**config.mk**
```make
export PLATFORM = sky130hd
export DESIGN_NAME = pipe_seq_ctrl
export DESIGN_NICKNAME = d
export VERILOG_FILES = /design/src/rtl/pipe_seq_ctrl.sv
export SDC_FILE = /design/constraint.sdc
export NUM_CORES = 1
export LEC_CHECK = 0
export ABC_AREA = 1
export ABC_CLOCK_PERIOD_IN_PS = 1800
export CAP_MARGIN = 20
export CORE_UTILIZATION = 54
export DETAILED_ROUTE_END_ITERATION = 6
export PLACE_DENSITY = 0.81
export SLEW_MARGIN = 30
export SYNTH_ARGS = -nofsm -noshare
export SYNTH_HDL_FRONTEND = slang
export SYNTH_SLANG_ARGS = --single-unit
```
**constraint.sdc**
```tcl
create_clock -name clk -period 1.8 [get_ports clk]
set_input_delay 0.36 -clock clk [delete_from_list [all_inputs] [get_ports clk]]
set_output_delay 0.36 -clock clk [all_outputs]
set_load 0.02 [all_outputs]
```
**src/rtl/pipe_seq_ctrl.sv**
```systemverilog
// Pipeline sequencer for the 5-stage core: arbitrates memory freeze, redirect and
// load-use stall into stage enables, NOP injection and PC select, plus event counters.
//
// state    | meaning
// RUN      | normal issue; requests resolved by priority mem_busy > redirect > stall
// FLUSH    | post-redirect shadow, de keeps receiving NOPs for flush_left more cycles
// WAIT_MEM | pipe frozen on data memory; a redirect seen meanwhile is held pending
module pipe_seq_ctrl #(
   parameter int FLUSH_CYCLES  = 2,
   parameter int STALL_TIMEOUT = 8,
   parameter int CNT_W         = 16
) (
   input  logic             clk,
   input  logic             rst,
   input  logic             stall_req,
   input  logic             redirect_req,
   input  logic             mem_busy,
   input  logic             clr_cnt,
   output logic             en_fetch,
   output logic             en_de,
   output logic             en_exe,
   output logic             en_acc,
   output logic             en_wb,
   output logic             flush_de,
   output logic             flush_exe,
   output logic             pc_sel_redirect,
   output logic             busy,
   output logic             err,
   output logic [CNT_W-1:0] cnt_stall,
   output logic [CNT_W-1:0] cnt_flush,
   output logic [CNT_W-1:0] cnt_mem
);

   localparam logic [1:0] ST_RUN      = 2'd0;
   localparam logic [1:0] ST_FLUSH    = 2'd1;
   localparam logic [1:0] ST_WAIT_MEM = 2'd2;

   localparam int              SR_W       = $clog2(STALL_TIMEOUT + 1);
   localparam logic [SR_W-1:0] SR_MAX     = SR_W'(STALL_TIMEOUT);
   localparam logic [SR_W-1:0] SR_LAST    = SR_W'(STALL_TIMEOUT - 1);
   localparam logic [2:0]      FLUSH_INIT = 3'(FLUSH_CYCLES - 1);

   logic [1:0]      state, state_nxt;
   logic [2:0]      flush_left, flush_left_nxt;
   logic [SR_W-1:0] stall_run, stall_run_nxt;
   logic            redirect_pend, redirect_pend_nxt;
   logic            eff_redirect;
   logic [4:0]      en_vec;
   logic            fde, fexe, pcs;
   logic            ev_stall, ev_flush, ev_mem, err_proto, stall_hit;

   function automatic logic [CNT_W-1:0] sat_inc(input logic [CNT_W-1:0] v, input logic ev);
      return (ev && (v != '1)) ? v + 1'b1 : v;
   endfunction

   always_comb begin
      en_vec            = 5'b00000;
      fde               = 1'b0;
      fexe              = 1'b0;
      pcs               = 1'b0;
      state_nxt         = state;
      flush_left_nxt    = flush_left;
      redirect_pend_nxt = redirect_pend;
      ev_stall          = 1'b0;
      ev_flush          = 1'b0;
      ev_mem            = 1'b0;
      err_proto         = 1'b0;
      // A redirect captured while frozen is replayed on the release cycle.
      eff_redirect      = redirect_req | ((state == ST_WAIT_MEM) & redirect_pend);
      case (state)
         ST_RUN, ST_WAIT_MEM: begin
            if (mem_busy) begin
               state_nxt         = ST_WAIT_MEM;
               redirect_pend_nxt = eff_redirect;
               ev_mem            = 1'b1;
            end else if (eff_redirect) begin
               en_vec            = 5'b11111;
               pcs               = 1'b1;
               fde               = 1'b1;
               fexe              = 1'b1;
               ev_flush          = 1'b1;
               redirect_pend_nxt = 1'b0;
               if (FLUSH_CYCLES > 1) begin
                  state_nxt      = ST_FLUSH;
                  flush_left_nxt = FLUSH_INIT;
               end else begin
                  state_nxt      = ST_RUN;
               end
            end else if (stall_req) begin
               en_vec    = 5'b00111;
               fexe      = 1'b1;
               ev_stall  = 1'b1;
               state_nxt = ST_RUN;
            end else begin
               en_vec    = 5'b11111;
               state_nxt = ST_RUN;
            end
         end
         ST_FLUSH: begin
            // exe holds a bubble here, so a redirect cannot legally arrive.
            err_proto = redirect_req;
            if (mem_busy) begin
               ev_mem = 1'b1;
            end else begin
               en_vec         = 5'b11111;
               fde            = 1'b1;
               ev_flush       = 1'b1;
               flush_left_nxt = flush_left - 3'd1;
               if (flush_left <= 3'd1) state_nxt = ST_RUN;
            end
         end
         default: state_nxt = ST_RUN;
      endcase
   end

   assign stall_hit     = stall_req && (stall_run >= SR_LAST);
   assign stall_run_nxt = !stall_req ? '0 : (stall_run == SR_MAX) ? SR_MAX : stall_run + 1'b1;

   assign {en_fetch, en_de, en_exe, en_acc, en_wb} = rst ? en_vec : 5'b00000;
   assign flush_de        = rst & fde;
   assign flush_exe       = rst & fexe;
   assign pc_sel_redirect = rst & pcs;
   assign busy            = rst & (state != ST_RUN);

   always_ff @(posedge clk or negedge rst) begin
      if (!rst) begin
         state         <= ST_RUN;
         flush_left    <= '0;
         stall_run     <= '0;
         redirect_pend <= 1'b0;
         err           <= 1'b0;
         cnt_stall     <= '0;
         cnt_flush     <= '0;
         cnt_mem       <= '0;
      end else begin
         state         <= state_nxt;
         flush_left    <= flush_left_nxt;
         stall_run     <= stall_run_nxt;
         redirect_pend <= redirect_pend_nxt;
         if (clr_cnt) begin
            err       <= 1'b0;
            cnt_stall <= '0;
            cnt_flush <= '0;
            cnt_mem   <= '0;
         end else begin
            err       <= err | err_proto | stall_hit;
            cnt_stall <= sat_inc(cnt_stall, ev_stall);
            cnt_flush <= sat_inc(cnt_flush, ev_flush);
            cnt_mem   <= sat_inc(cnt_mem, ev_mem);
         end
      end
   end

endmodule

```
Word-level counts from Yosys, hierarchy flattened

Cells that the tools add are included.

RAM bits: 0
Input bits: 6
Output and inout bits: 58
Flip-flop bits (word level): 59
Bits in read-only memories: 0
Latch bits: 0
Memories: 0

Shifts and indexed selects: 0
Divide/modulo/power cells: 0
Multiplexer cells: 41
Eq/ne operators: 10
Add/subtract/negate cells: 5
$lt $le $gt $ge: 2
Bitwise logic cells: 8
Reduce and logical (&&, ||, !) cells: 16
Multiply operators: 0

Operators with widths:

| operator              | number |
|---|---|
| $mux 16               | 6 |
| $add 16x1->16 const B | 3 |
| $ne 16x16->1 const B  | 3 |
| $mux 5                | 5 |
| $mux 1                | 18 |
| $reduce_bool 2->1     | 6 |
| $pmux 5 s2            | 1 |
| $mux 3                | 3 |
| $mux 4                | 2 |
| $ne 2x2->1 const B    | 4 |
| $mux 2                | 3 |
| $pmux 3 s2            | 1 |
| $and 1x1->1           | 5 |
| $add 4x1->4 const B   | 1 |
| $eq 4x4->1 const B    | 1 |
| $ge 4x3->1 const B    | 1 |
| $logic_and 1x1->1     | 4 |
| $pmux 2 s2            | 1 |
| $reduce_and 2->1      | 2 |
| $reduce_and 4->1      | 1 |
| $le 3x1->1 const B    | 1 |
| $or 1x1->1            | 3 |
| $reduce_or 3->1       | 1 |
| $sub 3x1->3 const B   | 1 |
| other kinds (5)       | 5 |

Longest topological paths before layout

Gate-level depths: netlist of the first run.

Depth after elaboration: 9
Mapped depth: 10
Mapped depth without buffers: 9

Worst setup path after synthesis of the first run

OpenSTA, ideal clock, no wires.

Kind: register -> output
Start: register state[0]
End: output port en_fetch
Path slack: -312 ps
Arrival: 1752 ps
Required time: 1440 ps
Stages on the path, launching flop included: 8
Path through: dfrtp_1 inv_2 nor2_1 nand2_1 a21oi_1 o21ai_0 inv_1 buf_4

Cells in the longest elaborated chain, start to end: 7
Elaborated cells between the ends (all ways): 10

RTL lines:

| element                  | RTL line | RTL |
|---|---|---|
| start: declaration       | 43       | `logic [1:0] state, state_nxt;` |
| start signal: assignment | 136      | `state <= state_nxt;` |
| $eq 2x2->1               | 69, 70   |  |
| $and 1x1->1              | 69       | `eff_redirect = redirect_req \| ((state == ST_WAIT_MEM) & redirect_pend);` |
| $or 1x1->1               | 69       |  |
| $mux 5                   | 76       | `end else if (eff_redirect) begin` |
| $mux 5                   | 72       | `if (mem_busy) begin` |
| $pmux 5 s2 *             | 70       | `case (state)` |
| $mux 5 *                 | 119      | `assign {en_fetch, en_de, en_exe, en_acc, en_wb} = rst ? en_vec : 5'b00000;` |
| end: declaration         | 19       | `output logic en_fetch,` |

Every way passes the cells marked *; elsewhere a longest branch is shown, timed or not.

Worst setup path in the final report of the first run

Start: register state[0]
End: output port en_de

Cells in the longest elaborated chain, start to end: 7
Elaborated cells between the ends (all ways): 10

RTL lines:

| element          | RTL line | RTL |
|---|---|---|
| $eq 2x2->1       | 69, 70   |  |
| $and 1x1->1      | 69       |  |
| $or 1x1->1       | 69       |  |
| $mux 5           | 76       |  |
| $mux 5           | 72       |  |
| $pmux 5 s2 *     | 70       |  |
| $mux 5 *         | 119      |  |
| end: declaration | 20       | `output logic en_de,` |

Marked as above.

==> run_results.csv, run 1 <==
group,metric,value,unit
finish,final_nets,629,
critical_path,crit_slowest_cell,"dfrtp_1",
route,drt_pass1_iterations,5,
critical_path,cp.depth,6,
sta,maxSlewHeadroom,0.489,
critical_path,rr_endpoint,"cnt_stall[13]",
clock_tree,clock_latency,0.34,ns
yosys,synth_cells,522,
die,start_util,0.556,
power,p_leak,2.84,nW
power,p_comb_frac,0.259,
power,peakVddDrop,0.554,mV
clock_tree,clkSinkCount,59,
global_routing,use_met3,0.0545,
power,totalPowerFinal,4.03,mW
global_routing,gr-usage-all-layers,0.276,
route,wl_per_cell,13.7,um
yosys,synth_top_area_share,0.393,
die,dieArea,7290,um^2
critical_path,cp-start-kind,"flip-flop",
route,dr.first_iter.drc_count,254,
sta,fmax,0.559,GHz
yosys,yosysSeqAreaShare,0.393,
critical_path,reg2reg_setup_slack,0.15,ns
placed_design,dp_cells,683,
finish,syn_to_final_growth,33.3,%
yosys,ys_warn_count,0,
yosys,postSynthAreaPerCell,7.19,um^2
route,drt_drc_violations_left,0,
status,status,"finished clean",
clock_tree,cts_buffers,9,
sta,setup_viol,0,
sta,period_share,0.994,
flow_run,drv_cap,0,
yosys,yosysMostFrequentCell,"nand2_1",
placed_design,place.gp.congestion,0.942,
clock_tree,cts-root-buf,"clkbuf_8",
die,rows,30,
critical_path,cp_top_family,"buffers and inverters",
sta,rsz0062_at_grt,"yes",
clock_tree,path_clk_slew,0.06,ns
route,routed_via_density,5.52,
placed_design,hpwl,6540,um
power,clkPwrFrac,0.373,
global_routing,use_met1,0.346,
die,core_area,6760,um^2
critical_path,path_max_fanout,4,
sta,slew_violations,0,
route,wl,9600,um
yosys,synth_edf_count,0,
critical_path,reg2reg_from,"cnt_stall[1]",
critical_path,critical_path_class,"reg2out",
yosys,syn_area,3750,um^2
die,pin_count,64,
critical_path,crit_path_end,"en_de",
finish,drive_above_1_share,0.135,
critical_path,cp.arrival,1.43,ns
global_routing,grt_first_pass_wirelength,16000,um
critical_path,cp_common_cell,"buf_4",
worst_hold_path,min_path_type,"in2async",
global_routing,grt_pass1_vias,3638,
sta,min_period,1.79,ns
finish,layout.cells.non_filler,701,
yosys,synthTopCellsByCount,"nand2_1 (157), nor2_1 (63), dfrtp_1 (59), nand3_1 (56), inv_1 (49)",
global_routing,grt-ovfl-total,0,
route,num_vias,3869,
critical_path,crit_start,"state[0]",
critical_path,path_cells,"inv_2, buf_4, nand3_2, o21ai_2, inv_1, buf_4",
sta,finalClockSkew,0.0129,ns
power,internal_power,2.82,mW
yosys,async_flop_share,1.00,
yosys,synth.distinct_cells,32,
critical_path,crit_buf_inv,4,
power,pwr-share-seq,0.369,
critical_path,required,1.44,ns
placed_design,portBuffers,63,
power,swShare,0.302,
clock_tree,cts_buffer_depth,2,
yosys,syn-num-nets,535,
placed_design,detailedPlace.worstSlack,-0.513,ns
yosys,synth_area_leader_cell,"dfrtp_1",
clock_tree,cts_max_level,3,
critical_path,cp-end-kind,"output port",
clock_tree,cts_tree,"done",
sta,timing.final.ws_setup,0.0109,ns
power,power.density,806,nW/um^2
global_routing,antenna_found_initial,0,
critical_path,max_stage_delay,0.40,ns
yosys,synth.area.top_cells,"dfrtp_1 (39%), nand2_1 (16%), nand3_1 (7.5%)",
sta,hold_violations,0,
global_routing,grtUsageMet2,0.464,
global_routing,grt_max_degree,65,
yosys,synth-main-ff-cell,"dfrtp_1",
die,die_y,85.4,um
critical_path,r2r_cells,9,
sta,worst_pin_slew,0.767,ns
finish,diodes,0,
route,ant_nets,0,
yosys,synth_seq_cells,59,
die,die_w,85.4,um
power,switchingPower,1.22,mW
global_routing,grt-busiest-layer,"met2",
==> worst reg2reg max path, cell delays in order (launching register included) <==
cell     delay, ns
dfrtp_1       0.41
ha_1          0.25
nand2_1       0.07
nor2_1        0.15
nand2_1       0.12
nor2_2        0.17
nor2_4        0.06
buf_12        0.14
nand3_1       0.10
nand2_1       0.06
==> kinds of logic (layout without fill, tap and decap cells) <==
family | Yosys count | in the layout | share of synthesized area
AO/OA/AOI/OAI | 37 | 37 | 0.0560
XOR/XNOR | 13 | 13 | 0.0303
adder cells (fa/ha/maj) | 7 | 7 | 0.0233
buffers and inverters | 66 | 165 | 0.0806
flip-flops | 59 | 59 | 0.393
AND/OR/NAND/NOR | 340 | 340 | 0.417
==> power by group through the flow <==
| stage | Sequential [mW] | Combinational, mW | Clock [mW] |
|---|---|---|---|
| after floorplan | 1.54 | 0.524 | 0 |
| after global placement | 1.50 | 0.976 | 0 |
| after detailed placement | 1.51 | 1.01 | 0 |
| after CTS | 1.48 | 1.00 | 1.52 |
| after global routing | 1.50 | 1.14 | 1.59 |
| final | 1.49 | 1.04 | 1.50 |
==> metal layers <==
metal,share of wire,up-vias
li1,-,1894
met1,0.44,1826
met2,0.48,134
met3,0.061,15
met4,0.016,0
met5,0,-
==> sequential cells by signal, indices dropped and copies added (netlist names) <==
signal         cells
stall_run          4
state              2
cnt_flush         16
flush_left         3
redirect_pend      1
cnt_mem           16
err                1
cnt_stall         16
==> through the flow <==
step                      setup TNS, ns  hold WS, ns  instance area [um^2]   util
final                                 0        0.186                  5000  0.741
after global routing             -0.414        0.261                  5000  0.741
after floorplan                       0       0.0644                  3770      -
after detailed placement          -7.65        0.499                  4690  0.694
after global placement            -6.13        0.477                  4690  0.694
after CTS                       -0.0400        0.213                  4890  0.724
==> layout make-up <==
| cell class | count | area [um^2] |
|---|---|---|
| Timing Repair Buffer | 99 | 991 |
| Tap cell | 80 | 100 |
| Multi-Input combinational cell | 397 | 2010 |
| Inverter | 50 | 188 |
| Fill cell | 535 | 1750 |
| Clock inverter | 5 | 100 |
| Sequential cell | 59 | 1480 |
| Clock buffer | 11 | 141 |
==> layout by cell type, fill, tap and decap left out, drive strengths merged, types with 3 or more instances in the layout <==
cell type	instances
xor2	12
nand4	34
nand2	158
clkinv	3
dlygate4sd2	10
nand3b	11
dfrtp	59
nor2	73
inv	49
nand3	58
nor3	4
bufinv	3
dlymetal6s2s	29
o21ai	22
ha	7
clkdlybuf4s50	14
a21oi	6
o21bai	5
buf	45
clkbuf	12
==> worst min path at each step <==
stage | startpoint | endpoint | slack, ns | cells after the start
after floorplan | rst | cnt_flush[0] | 0.06 | 0
after global placement | stall_run[0] | stall_run[0] | 0.48 | 1
after detailed placement | stall_run[0] | stall_run[0] | 0.50 | 1
after CTS | rst | cnt_flush[12] | 0.21 | 2
after global routing | rst | stall_run[2] | 0.26 | 2
final | rst | stall_run[2] | 0.19 | 2
==> what timing repair did <==
| item | 4_1_cts | 5_1_grt |
|---|---|---|
| hold endpoints to repair | 0 | 0 |
| pin swaps | 0 | 2 |
| buffers inserted | 1 | 1 |
| hold buffers | 0 | 0 |
| gates resized for setup | 49 | 39 |
| setup endpoints to repair | 18 | 45 |
| cloned | 0 | 0 |
Note: power is estimated with default switching activity, not from simulation.
==> inputs of run 2 (changes only) <==
CORE_UTILIZATION = 60   (was 54)
DONT_BUFFER_PORTS = 1   (was not set)
PLACE_DENSITY = 0.8   (was 0.81)
==> run 2 against run 1 <==
Compared with the run above:
- the flow now finishes with violations (setup timing)
- largest power group is now sequential cells
- critical path depth unchanged
- critical endpoint unchanged
- highest routed layer unchanged
- largest cell class unchanged
- register-to-register slack worse by 0.04 ns
- cell count down 5.6%
- wire length up 1.0%
==> run_results.csv, run 2 (synthesis gave the netlist of run 1 again) <==
group,metric,value,unit
clock_tree,cts_max_level,3,
sta,slew_violations,0,
critical_path,cp-start-kind,"flip-flop",
die,die_y,81.1,um
sta,finalClockSkew,0.00548,ns
power,pwr-share-seq,0.412,
placed_design,portBuffers,0,
critical_path,cp-end-kind,"output port",
sta,setup_viol,3,
finish,fillCellCount,447,
sta,min_period,1.87,ns
power,clkPwrFrac,0.340,
finish,final_nets,597,
clock_tree,clkSinkCount,59,
power,swShare,0.319,
sta,period_share,1.04,
global_routing,grt_pass1_vias,3391,
critical_path,cp.arrival,1.51,ns
sta,rsz0062_at_grt,"yes",
power,peakVddDrop,0.724,mV
route,drt_pass1_iterations,5,
worst_hold_path,min_path_type,"in2reg",
finish,syn_to_final_growth,21.1,%
die,pin_count,64,
clock_tree,cts_buffer_depth,2,
finish,drive_above_1_share,0.179,
status,status,"finished, violations left",
route,ant_nets,0,
die,core_area,5990,um^2
route,drt_drc_violations_left,0,
global_routing,grt_first_pass_wirelength,15500,um
clock_tree,cts_tree,"done",
global_routing,grt-ovfl-total,0,
status,violations,"setup timing",
clock_tree,cts-root-buf,"clkbuf_8",
route,num_vias,3764,
sta,fmax,0.536,GHz
global_routing,grt_max_degree,60,
critical_path,path_max_fanout,4,
die,die_w,81.1,um
clock_tree,path_clk_slew,0.06,ns
placed_design,detailedPlace.worstSlack,0.110,ns
flow_run,drv_cap,0,
finish,postLayoutCoreUtil,0.759,
power,totalPowerFinal,3.63,mW
finish,largestRegisters,"cnt_flush x16, cnt_mem x16, cnt_stall x16",
sta,worst_pin_slew,0.419,ns
power,p_comb_frac,0.248,
finish,diodes,0,
power,switchingPower,1.16,mW
power,internal_power,2.48,mW
clock_tree,clock_latency,0.34,ns
sta,maxSlewHeadroom,0.720,
die,rows,28,
placed_design,hpwl,6610,um
power,p_leak,2.20,nW
finish,mostFrequentLayoutCell,"nand2_1",
sta,hold_violations,0,
route,wl,9700,um
global_routing,gr-usage-all-layers,0.308,
global_routing,antenna_found_initial,0,
route,dr.first_iter.drc_count,206,
critical_path,required,1.44,ns
sta,timing.final.ws_setup,-0.0660,ns
clock_tree,cts_buffers,9,
die,dieArea,6580,um^2
power,power.density,799,nW/um^2
die,start_util,0.627,
placed_design,place.gp.congestion,0.889,
critical_path,critical_path_class,"reg2out",
route,wl_per_cell,14.6,um
finish,layout.cells.most_common_list,"nand2_1 (155), nor2_1 (61), buf_4 (60), dfrtp_1 (58), nand3_1 (56)",
route,routed_via_density,5.69,
-- run 2: through the flow --
step	instance area [um^2]	std cells	hold WS, ns	TNS, ns
after global placement	4200	638	0.0664	0
after global routing	4550	662	0.0738	-0.460
after CTS	4490	658	0.0679	-0.0502
after floorplan	3770	522	0.0644	0
after detailed placement	4200	638	0.0665	0
final	4550	662	0.0784	-0.150
-- run 2: layout make-up --
| type | instances | area, um^2 | area share |
|---|---|---|---|
| multi-input combinational | 397 | 2010 | 0.443 |
| sequential | 59 | 1480 | 0.325 |
| timing repair buffer | 67 | 571 | 0.125 |
| inverter | 50 | 190 | 0.0418 |
| clock buffer | 12 | 165 | 0.0363 |
| tap | 75 | 93.8 | 0.0206 |
| clock inverter | 2 | 35.0 | 0.00771 |
-- run 2: timing repair --
| item | in CTS | in global routing |
|---|---|---|
| gates cloned | 0 | 0 |
| hold endpoints to repair | 59 | 0 |
| gates resized for setup | 7 | 5 |
| setup buffers | 4 | 4 |
| endpoints found under the setup margin | 7 | 14 |
| pin swaps | 2 | 4 |
| hold buffers | 2 | 0 |
-- run 2: path summary, 6_finish.rpt --
path | endpoint | cells after the start | startpoint | slack (ns)
setup / recovery | en_de | 6 | state[1] | -0.07
hold / removal | err | 1 | clr_cnt | 0.08
setup reg to reg | cnt_flush[14] | 9 | cnt_flush[0] | 0.11
hold reg to reg | stall_run[0] | 1 | stall_run[0] | 0.49
max in group asynchronous | state[1] | 2 | rst | 0.98
min in group asynchronous | flush_left[1] | 2 | rst | 0.56
-- run 2: critical path: stages, from the launching register on --
cell and delay [ns]:
dfrtp_2 0.45, nor2_4 0.17, nand2_4 0.08, a21oi_4 0.17, o21ai_1 0.08, inv_1 0.10, buf_6 0.13
-- run 2: routing by layer --
layer / vias to the layer above / global-route usage / part of all wire
met5: - / 0 / 0
met4: 0 / 0.152 / 0.029
met3: 28 / 0.0640 / 0.082
met2: 187 / 0.490 / 0.46
met1: 1710 / 0.399 / 0.42
li1: 1839 / - / -
-- run 2: power by group through the flow --
stage	Clock, mW	Sequential (mW)	Combinational [mW]
finish	1.24	1.50	0.899
global route	1.31	1.51	0.976
CTS	1.26	1.49	0.819
detailed placement	0	1.52	0.697
global placement	0	1.51	0.678
floorplan	0	1.54	0.524
==> RTL edit 1 (flow settings as in run 2) <==
The parameter `CNT_W` goes from 16 to 32.
--- a/src/rtl/pipe_seq_ctrl.sv
+++ b/src/rtl/pipe_seq_ctrl.sv
@@ -8,7 +8,7 @@
 module pipe_seq_ctrl #(
    parameter int FLUSH_CYCLES  = 2,
    parameter int STALL_TIMEOUT = 8,
-   parameter int CNT_W         = 16
+   parameter int CNT_W         = 32
 ) (
    input  logic             clk,
    input  logic             rst,
Ports: changed (resized cnt_flush, cnt_mem and cnt_stall); port bits go from 64 to 112. No check against the original RTL was run, so the function may have changed too.
==> RTL edit 1 against run 2 <==
The run ends with design-rule violations, negative hold slack, negative setup slack left; power rose by 56%; via count rose by 100%; final area rose by 90%; largest power group unchanged; routed wire length rose by 110%; area after synthesis rose by 92%; sequential cell count rose by 48; setup slack improved by 55 ps.
==> RTL edit 1: results (changes against run 2) <==
worst setup slack before clock tree synthesis - -21.2 ps (-131 ps)
worst path setup slack after routing - -11.1 ps (+54.9 ps)
Fin Clk Skew - 11.1 ps (+5.62 ps)
largest net degree at the start of global routing - 111 (+85%)
synthesized-area fraction occupied by ao, oa, aoi and oai cells - 1.95% (-3.6 points)
longest individual stage delay on the worst path - 420 ps (-30 ps)
registers with the most flip-flops - cnt_flush: 32 flops, cnt_mem: 32 flops, cnt_stall: 32 flops
number of detailed-routing iterations run before antenna repair - 7 (+2)
Overall Global Routing Usage - 33.3% (+2.4 points)
data arrival time at the worst-slack endpoint - 1450 ps (-60 ps)
run status - complete, but fails checks
violated checks - design-rule violations, negative hold slack, negative setup slack
total wire length after detailed routing - 20,200 um (+110%)
nets in the synthesized netlist - 1,133 (+110%)
vias in the first global route - 7,066 (+110%)
number of DRC violations after detailed routing - 12 (+12)
Detailed Route Iter0 Violations - 792 (+280%)
Peak VDD IR - 584 uV (-19%)
kind of path behind the tightest hold check - in2async
remaining max-slew budget at the tightest pin - 73.8% (+1.9 points)
Net count, final - 1,251 (+110%)
Clk Tree Root Cell - sky130_fd_sc_hd__clkbuf_16
via count of the routed design - 7,613 (+100%)
count of cells along the worst register-to-register path - 10 (+1)
minimum hold slack - -303 ps (-382 ps)
startpoint of the most critical register-to-register path - state[0]$_DFFE_PN0P_
ratio of cells with drive above 1 in the final layout - 17.1% (-0.75 points)
filler cell count in the final layout - 957 (+110%)
insertion delay to the later sink of the worst-skew pair - 360 ps (+20 ps)
number of library cell types mapped by synthesis - 35 (+9.4%)
leakage - 0.00431 uW (+96%)
final count of negative-setup-slack endpoints - 3 (unchanged)
critical path's slowest cell - sky130_fd_sc_hd__dfrtp_1
post-synthesis share of cell area spent on xor and xnor gates - 3.41% (+0.38 points)
last weighted congestion value of the routability-driven placer - 1.01 (+14%)
count of endpoints failing hold in the final timing report - 107 (+107)
-- RTL edit 1: kinds of logic after synthesis --
| group | after synthesis |
|---|---|
| XOR/XNOR | 28 |
| buffers and inverters | 123 |
| adder cells (fa/ha/maj) | 7 |
| AND/OR/NAND/NOR | 832 |
| AO/OA/AOI/OAI | 23 |
| flip-flops | 107 |
-- RTL edit 1: layout make-up --
| type | count | area, sq um | area share (%) |
|---|---|---|---|
| clock buffers | 14 | 274 | 3.16 |
| clock inverters | 2 | 10.0 | 0.116 |
| flip-flops and latches | 107 | 2690 | 31.1 |
| inverters | 96 | 372 | 4.29 |
| well taps | 143 | 179 | 2.07 |
| multi-input cells | 890 | 4050 | 46.7 |
| repair buffers | 134 | 1090 | 12.6 |
-- RTL edit 1: per-stage QoR --
step,utilization [%],cells,TNS (ps)
global route,74.9,1386,-350
finish,74.9,1386,-32.0
global placement,71.1,1364,0
floorplan,-,1120,0
CTS,73.6,1381,0
detailed placement,71.1,1364,-34.3
-- RTL edit 1: worst max-delay path by stage --
stage / from / cells after the start / endpoint
finish: state[0]$_DFFE_PN0P_ / 5 / en_fetch
global route: state[0]$_DFFE_PN0P_ / 6 / flush_de
CTS: state[0]$_DFFE_PN0P_ / 6 / pc_sel_redirect
detailed placement: cnt_stall[0]$_DFFE_PN0P_ / 11 / cnt_stall[10]$_DFFE_PN0P_
global placement: cnt_stall[0]$_DFFE_PN0P_ / 11 / cnt_stall[24]$_DFFE_PN0P_
floorplan: cnt_stall[0]$_DFFE_PN0P_ / 13 / cnt_stall[2]$_DFFE_PN0P_
-- RTL edit 1: worst max-delay path, delay by kind of cell, from the launching register on --
family	cells	cell delay [ps]
AO/OA/AOI/OAI	1	240
AND/OR/NAND/NOR	1	100
buffers and inverters	3	340
flip-flops	1	420
-- RTL edit 1: timing repair --
item / CTS / global route
resized for setup: 4 / 29
buffers inserted: 1 / 4
endpoints found under the setup margin: 14 / 84
hold endpoints to repair: 107 / 107
cloned: 0 / 1
pin swaps: 3 / 8
-- RTL edit 1: metal layers --
layer	track usage, %	vias up	wire length, um
met1	43.7	3534	8410
li1	-	3748	-
met3	9.09	38	1650
met5	0	-	0
met4	9.01	0	386
met2	54.3	293	9710
-- RTL edit 1: where the power goes --
group / internal [uW] / switching [uW]
Clock: 1050 / 876
Combinational: 431 / 707
Sequential: 2500 / 88.7
==> RTL edit 2 (settings of run 2) <==
Made on the original files. Put a register stage on the output `pc_sel_redirect`, cleared by the reset. The value now appears one clock later. The other outputs are not delayed to match.
--- a/src/rtl/pipe_seq_ctrl.sv
+++ b/src/rtl/pipe_seq_ctrl.sv
@@ -119,7 +119,13 @@
    assign {en_fetch, en_de, en_exe, en_acc, en_wb} = rst ? en_vec : 5'b00000;
    assign flush_de        = rst & fde;
    assign flush_exe       = rst & fexe;
-   assign pc_sel_redirect = rst & pcs;
+   always_ff @(posedge clk or negedge rst) begin
+      if (!rst) begin
+         pc_sel_redirect <= '0;
+      end else begin
+         pc_sel_redirect <= rst & pcs;
+      end
+   end
    assign busy            = rst & (state != ST_RUN);
 
    always_ff @(posedge clk or negedge rst) begin
Formal check against the unedited RTL: not equivalent (a bounded check fails within 4 cycles, from zero or initial values and one cycle with rst low).
==> RTL edit 2 against run 2 <==
Synthesized cell count is 0.38% lower; area after synthesis fell by 0.80%; power fell by 5.2%; via count up 1.8%; setup slack better by 81 ps; sequential cell count increased by 1; routed wire length rose by 2.8%; final area decreased by 1.8%; fmax is 4.6% higher; largest cell class unchanged.
==> RTL edit 2: results (changes against run 2) <==
post-synthesis async set-or-reset flop share - 100% (unchanged)
Clk pin slew, worst setup/hold paths - 60 ps (about the same)
nets in the synthesized netlist - 533 (-0.37%)
registers with the most flip-flops - cnt_flush: 16 flops, cnt_mem: 16 flops, cnt_stall: 16 flops
total wire length after detailed routing - 9970 um (+2.8%)
diodes inserted - 0 (unchanged)
insertion delay to the later sink of the worst-skew pair - 340 ps (about the same)
Switching Power - 1140 uW (-1.5%)
number of detailed-routing iterations run before antenna repair - 5 (unchanged)
H-tree depth - 3 (unchanged)
number of library cell types mapped by synthesis - 31 (-3.1%)
Clk Tree Root Cell - sky130_fd_sc_hd__clkbuf_8
global-route wire length before repair - 16,200 um (+4.9%)
critical path's slowest cell - sky130_fd_sc_hd__dfrtp_1
Net count, final - 596 (-0.17%)
clock buffer count from CTS - 9 (unchanged)
ratio of cells with drive above 1 in the final layout - 18.7% (+0.85 points)
longest individual stage delay on the worst path - 390 ps (-60 ps)
kind of path behind the tightest hold check - in2reg
Placed Instances - 638 (unchanged)
leakage - 0.00217 uW (-1.2%)
data arrival time at the worst-slack endpoint - 1420 ps (-90 ps)
vias in the first global route - 3,552 (+4.7%)
Fin Clk Skew - 10.8 ps (+5.37 ps)
detailed placement HPWL - 6840 um (+3.5%)
reported max-cap violation count - 0 (unchanged)
proportion of synthesized chip area in sequential cells - 40.3% (+0.99 points)
last weighted congestion value of the routability-driven placer - 0.861 (-3.1%)
Peak VDD IR - 725 uV (about the same)
deepest clock path buffer count - 2 (unchanged)
Max FO, Critical Path - 5 (+1)
top cells by area, synth - sky130_fd_sc_hd__dfrtp_1 40%, sky130_fd_sc_hd__nand2_1 19%, sky130_fd_sc_hd__nand4_1 7.2%, sky130_fd_sc_hd__nor2_1 7.1%, sky130_fd_sc_hd__inv_1 3.7%
largest net degree at the start of global routing - 61 (+1.7%)
per-instance average area after synthesis - 7.16 sq um (-0.42%)
via density per instance - 5.79 (+1.8%)
wire length per cell after detailed routing - 15.1 um (+2.8%)
remaining max-slew budget at the tightest pin - 71.2% (-0.78 points)
filler cell count in the final layout - 445 (-0.45%)
total of buffers placed on input and output ports - 0 (unchanged)
yosys synthesis warning count - 0 (unchanged)
most common library cells after synthesis - 190 x sky130_fd_sc_hd__nand2_1, 70 x sky130_fd_sc_hd__nor2_1, 60 x sky130_fd_sc_hd__dfrtp_1, 43 x sky130_fd_sc_hd__nand4_1, 37 x sky130_fd_sc_hd__inv_1
Overall Global Routing Usage - 32.6% (+1.8 points)
number of max-slew violations in the final report - 0 (unchanged)
run status - finished, final reports clean
antenna violations before repair - 0 (unchanged)
Detailed Route Iter0 Violations - 359 (+74%)
==> RTL edit 2: cell families after synthesis <==
family | after synthesis | synth area share, %
AO/OA/AOI/OAI | 36 | 6.05
adder cells (fa/ha/maj) | 7 | 2.35
XOR/XNOR | 14 | 3.29
buffers and inverters | 55 | 6.75
flip-flops | 60 | 40.3
AND/OR/NAND/NOR | 348 | 41.2
==> RTL edit 2: what timing repair did <==
| action | CTS | global route |
|---|---|---|
| hold buffers | 2 | 0 |
| resized for setup | 6 | 4 |
| pin swaps | 1 | 1 |
| setup endpoints to repair | 17 | 11 |
| endpoints found under the hold margin | 60 | 0 |
| buffers inserted | 5 | 2 |
==> RTL edit 2: critical path: cells and delay by family (launching register included) <==
| kind | cells | cell delay [ps] |
|---|---|---|
| compound gates | 1 | 190 |
| flops | 1 | 390 |
| simple gates | 2 | 360 |
| buf+inv | 1 | 150 |
==> RTL edit 2: layer usage <==
metal	wire length (um)	global-route usage, %	up-vias
li1	-	-	1817
met1	4110	41.0	1777
met2	4730	54.1	212
met3	906	7.30	27
met4	228	14.1	0
met5	0	0	-
==> RTL edit 2: final timing paths <==
check | startpoint | end | slack [ps] | cells past startpoint
min in group asynchronous | rst | cnt_stall[7]$_DFFE_PN0P_ | 610 | 2
max in group asynchronous | rst | state[1]$_DFFE_PN0P_ | 930 | 2
max reg2reg | cnt_mem[5]$_DFFE_PN0P_ | cnt_mem[12]$_DFFE_PN0P_ | 110 | 8
max | state[0]$_DFFE_PN0P_ | flush_de | 20 | 4
min | clr_cnt | err$_DFF_PN0_ | 90 | 1
min reg2reg | stall_run[0]$_DFF_PN0_ | stall_run[0]$_DFF_PN0_ | 500 | 1
==> RTL edit 2: cell type report <==
class	count	area [sq um]	share of cell area [%]
inverter	41	159	3.56
clock inverter	2	10.0	0.224
multi-input combinational	405	2010	45.0
sequential	60	1500	33.7
timing repair buffer	66	531	11.9
tap	75	93.8	2.10
clock buffer	13	159	3.56
==> RTL edit 2: through the flow <==
stage	setup WS, ps	power [uW]	instance area, sq um
after floorplan	19.4	2060	3740
after global placement	51.0	2170	4180
after detailed placement	-58.1	2200	4180
after CTS	2.21	3390	4440
after global routing	-78.6	3600	4470
final	15.3	3440	4470
==> RTL edit 2: power by group through the flow <==
stage	clock (uW)	sequential (uW)	combinational, uW
after global placement	0	1540	630
after CTS	1090	1520	784
after floorplan	0	1570	487
final	1080	1520	838
after detailed placement	0	1550	656
after global routing	1160	1530	915
